==> config.mk <==
export PLATFORM = sky130hd
export DESIGN_NAME = spike_rate_decoder
export DESIGN_NICKNAME = d
export VERILOG_FILES = /design/src/rtl/spike_rate_decoder.sv
export SDC_FILE = /design/constraint.sdc
export NUM_CORES = 1
export LEC_CHECK = 0
export CAP_MARGIN = 20
export CORE_ASPECT_RATIO = 1.2
export CORE_MARGIN = 10
export CORE_UTILIZATION = 29
export DETAILED_ROUTE_END_ITERATION = 16
export PLACE_DENSITY = 0.54
export SLEW_MARGIN = 20
export SYNTH_ARGS = -nofsm -noshare
export SYNTH_HDL_FRONTEND = slang
export SYNTH_SLANG_ARGS = --single-unit
==> constraint.sdc <==
create_clock -name clk -period 7.6 [get_ports clk]
set_clock_uncertainty 0.2 [all_clocks]
set_input_delay 1.52 -clock clk [delete_from_list [all_inputs] [get_ports clk]]
set_output_delay 1.52 -clock clk [all_outputs]
set_load 0.1 [all_outputs]
==> src/rtl/spike_rate_decoder.sv <==
// Rate decoder for the output layer: counts spikes per class over a window of
// timesteps, then runs a sequential argmax scan and reports the winning class.
module spike_rate_decoder #(
  parameter int N_OUT = 10,
  parameter int CNT_W = 8,
  parameter int WIN_W = 8,
  parameter int IDX_W = 4
) (
  input  logic             clk,
  input  logic             rst_n,
  input  logic             ce,
  input  logic [N_OUT-1:0] spikes,
  input  logic [WIN_W-1:0] window_len,
  output logic [IDX_W-1:0] class_out,
  output logic [CNT_W-1:0] max_count,
  output logic             silent,
  output logic             class_valid,
  output logic             busy
);

  typedef enum logic [1:0] {ACCUM, SCAN, REPORT} state_t;

  state_t           state;
  logic [CNT_W-1:0] counts [N_OUT];
  logic [WIN_W-1:0] step;
  logic [WIN_W-1:0] win;
  logic [WIN_W-1:0] cur_win;
  logic [WIN_W-1:0] last_step;
  logic [IDX_W-1:0] idx;
  logic [IDX_W-1:0] best_idx;
  logic [CNT_W-1:0] best_cnt;

  // On step 0 the window length is being latched this very edge, so use the
  // live input; a zero length behaves as a one-step window.
  always_comb begin
    cur_win   = (step == '0) ? window_len : win;
    last_step = (cur_win == '0) ? '0 : cur_win - WIN_W'(1);
  end

  always_comb begin
    busy = (state != ACCUM);
  end

  always_ff @(posedge clk or negedge rst_n) begin
    if (!rst_n) begin
      state       <= ACCUM;
      step        <= '0;
      win         <= '0;
      idx         <= '0;
      best_idx    <= '0;
      best_cnt    <= '0;
      class_out   <= '0;
      max_count   <= '0;
      silent      <= 1'b0;
      class_valid <= 1'b0;
      for (int unsigned i = 0; i < N_OUT; i++) counts[i] <= '0;
    end else begin
      class_valid <= 1'b0;
      unique case (state)
        ACCUM: begin
          if (ce) begin
            for (int unsigned i = 0; i < N_OUT; i++) begin
              if (spikes[i] && counts[i] != '1) counts[i] <= counts[i] + CNT_W'(1);
            end
            if (step == '0) win <= window_len;
            step <= step + WIN_W'(1);
            if (step == last_step) begin
              state    <= SCAN;
              idx      <= '0;
              best_idx <= '0;
              best_cnt <= '0;
            end
          end
        end
        SCAN: begin
          // Strict compare keeps the lowest index on ties.
          if (counts[idx] > best_cnt) begin
            best_cnt <= counts[idx];
            best_idx <= idx;
          end
          if (idx == IDX_W'(N_OUT - 1)) state <= REPORT;
          else                          idx   <= idx + IDX_W'(1);
        end
        REPORT: begin
          class_out   <= best_idx;
          max_count   <= best_cnt;
          silent      <= (best_cnt == '0);
          class_valid <= 1'b1;
          step        <= '0;
          for (int unsigned i = 0; i < N_OUT; i++) counts[i] <= '0;
          state       <= ACCUM;
        end
        default: state <= ACCUM;
      endcase
    end
  end

endmodule
==> summary.txt <==
Floorplanning
  – Initial core utilization: roughly 30%
  – Die width: approximately 170 µm
  – # IOs: 36
  – Chip Height: approximately 200 µm
  – Row cnt: 63
  – Full die area: 32300 µm²
  – Total core area: between 20000 and 25000 µm²

Layout
  – Register area: 3200 µm²
  – Layout Area Growth over Synthesis: 17.1%
  – Fillers: 2576
  – Multi-input gate area: 3950 µm²
  – Most frequent cells in the layout: 128 x dfrtp_1, 114 x nand2_1, 76 x nor2_1
  – Non-Filler Instances: 1144
  – Layout net count: between 800 and 900
  – Non-Filler Cell Area, Final: 8660 µm²
  – Layout cells sized above 1: 9.52%
  – Commonest non-fill, non-tap cell in the layout: dfrtp_1
  – ANT cells: 0

Power and ir drop
  – Leakage: ~3.7 nW
  – Final Power: 0.00327 W
  – Pint: 0.00189 W
  – PwrDens: 378 nW/µm²
  – Sw frac: 42.1%
  – Clock group share of total power: about 26%
  – Sequential power share: 35.8%
  – Sw power: 0.00138 W
  – Combinational Power Share: 38.7%
  – Worst VDD drop: 0.000162 V

Run
  – Max cap viols: 0

Setup path
  – Worst Path Arrival: 5260 ps
  – Reg2reg end: best_cnt[7]
  – Crit path buffers/inverters: 1
  – WP data required: 7670 ps
  – Worst setup path start: window_len[0]
  – CP Capture Type: flip-flop
  – Flop-to-flop setup slack: between 2000 and 2500 ps
  – Slowest stage delay, CP: slightly above 700 ps
  – Slowest-stage cell, CP: nor4_4
  – Worst Reg-to-Reg Cells: 14
  – Crit path max fanout: 14
  – Startpoint types: primary input
  – CP top delay family: compound AO/OA/AOI/OAI gates
  – Crit Reg-Reg Startpoint: step[0]
  – Worst-path cell chain: clkdlybuf4s50_1 -> mux2i_1 -> ha_1 -> or3b_1 -> a2111oi_0 -> a211oi_1 -> o21bai_1 -> xor2_1 -> a311o_1 -> nor4_4 -> o22ai_1
  – Crit path kind: primary input to flip-flop

STA
  – RSZ-0062 raised after global routing: no
  – Fin. max-slew vios: 0
  – Hold Vio Cnt, Final: 0
  – Final Setup Violations: 0
  – Final worst path period share: 68.3%
  – Tmin final: 5190 ps
  – Slew headroom: around 34%
  – Fmax: 193 MHz
  – Final worst setup slack: 2410 ps
  – Worst slew pin tran: 987 ps
  – Setup TNS: 0 ps

Clock network
  – CTS sink cnt: 128
  – Hold_buf cts: 0
  – TritonCTS clock tree: yes
  – Clk slew on worst S/H paths: 60 ps
  – CTS root buffer: clkbuf_16
  – Setup bufs post-CTS: 0
  – Max clock buf depth: 2
  – Post_cts resized: 0
  – Clk_lat worst skew: 420 ps
  – Num CTS Buffers: 17
  – H-tree depth reported by CTS: 4

Global routing
  – Largest net degree at the start of global routing: 69
  – All-Layer GR Usage: 11.5%
  – Vias in the first global route: 5775
  – First-pass GRT wire length: 30800 µm
  – Congestion Overflow GR: 0
  – Initial antenna violation count: 0

Synth
  – Synth Cell Area: about 7400 µm²
  – Sequential share of the synthesized area: about 43%
  – Count of different cell masters after synthesis: 55
  – Ys Warns: 0
  – Synthesized flop and latch total: ~130
  – Post-Synthesis Cells: 781
  – Syn Nets: 825
  – Post-synth EDFFs: 0
  – Synth Flop Type: dfrtp_1
  – Synth Area per Inst: between 9 and 10 µm²
  – Asr flop ratio synth: 100%

Route
  – First-pass iteration count of the detailed router: 5
  – Final ANT Viol Nets: 0
  – Post-route DRC: 0
  – DR WL/cell: 16.0 µm
  – Vias per cell: 5.05
  – First DRT Iteration DRCs: 262
  – DR vias: just under 6000
  – DRT Wirelength: approximately 18000 µm

Placed design
  – IO buf count: 35
  – Dpl cells: 1112
  – Placed cell areas: between 8000 and 9000 µm²
  – DP HPWL: around 13000 µm
  – Routability Congestion: a little over 0.8
  – Post-place setup slack: slightly below 2000 ps

Min path
  – WHS Endpoint: max_count[7]
  – Hold depth: 2
  – HP Start: max_count[7]
  – Worst min-delay path category: flip-flop to flip-flop

Run status
  – Status: completed
-- worst min-delay path: cells and delay by family (launching register included) --
family / cells / cell delay (ps)
AO/OA/AOI/OAI: 1 / 60
flip-flops: 1 / 340
AND/OR/NAND/NOR: 1 / 40
-- worst max path at each step --
stage,to,cells after the start
floorplan,best_cnt[4],12
global placement,best_cnt[4],11
detailed placement,best_cnt[6],11
CTS,best_cnt[6],14
global route,best_idx[3],14
finish,best_cnt[7],11
-- sequential cells by signal, indices dropped and copies added (netlist names) --
register	cells
class_out	4
class_valid	1
max_count	8
idx	4
counts	80
best_idx	4
silent	1
best_cnt	8
step	8
win	8
state	2
-- metrics by stage --
stage               util [%]  hold WS, ps
floorplan                  -          239
global placement        32.4          261
detailed placement      32.4          267
CTS                     34.8          281
global route            34.8          301
finish                  34.8          278
-- area by class of cell --
type,instances,area share (%)
multi-input cells,593,45.7
inverters,23,0.997
clock buffers,21,5.32
repair buffers,43,4.75
clock inverters,11,1.59
flip-flops and latches,128,37.0
well taps,325,4.70
-- routing by layer --
metal  wire length [µm]  GRT usage [%]
met5                  0              0
met4                297           3.99
met3                703           2.60
met2               9050           19.3
met1               8300           14.3
-- kinds of logic after synthesis --
| family | after synthesis | synth area share, % |
|---|---|---|
| mux | 50 | 9.83 |
| buf+inv | 60 | 3.21 |
| xor+xnor | 63 | 7.65 |
| fa+ha+maj | 23 | 3.89 |
| flops | 128 | 43.3 |
| compound gates | 145 | 11.6 |
| simple gates | 312 | 20.5 |
-- synthesized netlist by cell type, types with 3 or more instances --
library cell | count | area share [%]
inv_1 | 22 | 1.1
nand4_1 | 35 | 3.0
o22ai_1 | 8 | 0.68
a22oi_1 | 8 | 0.81
nor2b_1 | 5 | 0.42
nor4_1 | 7 | 0.59
xnor2_1 | 16 | 1.9
ha_1 | 23 | 3.9
xor2_1 | 46 | 5.4
and3_1 | 4 | 0.34
a21oi_1 | 36 | 2.4
nand2b_1 | 5 | 0.42
or3_1 | 22 | 1.9
o32ai_1 | 4 | 0.47
buf_2 | 4 | 0.27
nor3_1 | 9 | 0.61
nand2_1 | 114 | 5.8
nor2_1 | 76 | 3.9
clkbuf_1 | 29 | 1.5
mux4_2 | 16 | 4.9
o211ai_1 | 11 | 1.1
mux2_2 | 14 | 2.1
dfrtp_1 | 128 | 43
nand3_1 | 21 | 1.4
buf_1 | 3 | 0.15
o21ai_0 | 60 | 4.1
mux2i_1 | 17 | 2.3
-- power by group through the flow --
stage | registers (W) | clock network, W | logic, W
finish | 0.00117 | 0.000835 | 0.00127
floorplan | 0.00129 | 0 | 0.000810
global placement | 0.00118 | 0 | 0.00126
global route | 0.00121 | 0.000889 | 0.00140
detailed placement | 0.00118 | 0 | 0.00128
CTS | 0.00117 | 0.000856 | 0.00128
Power figures use the tool's default switching activity.
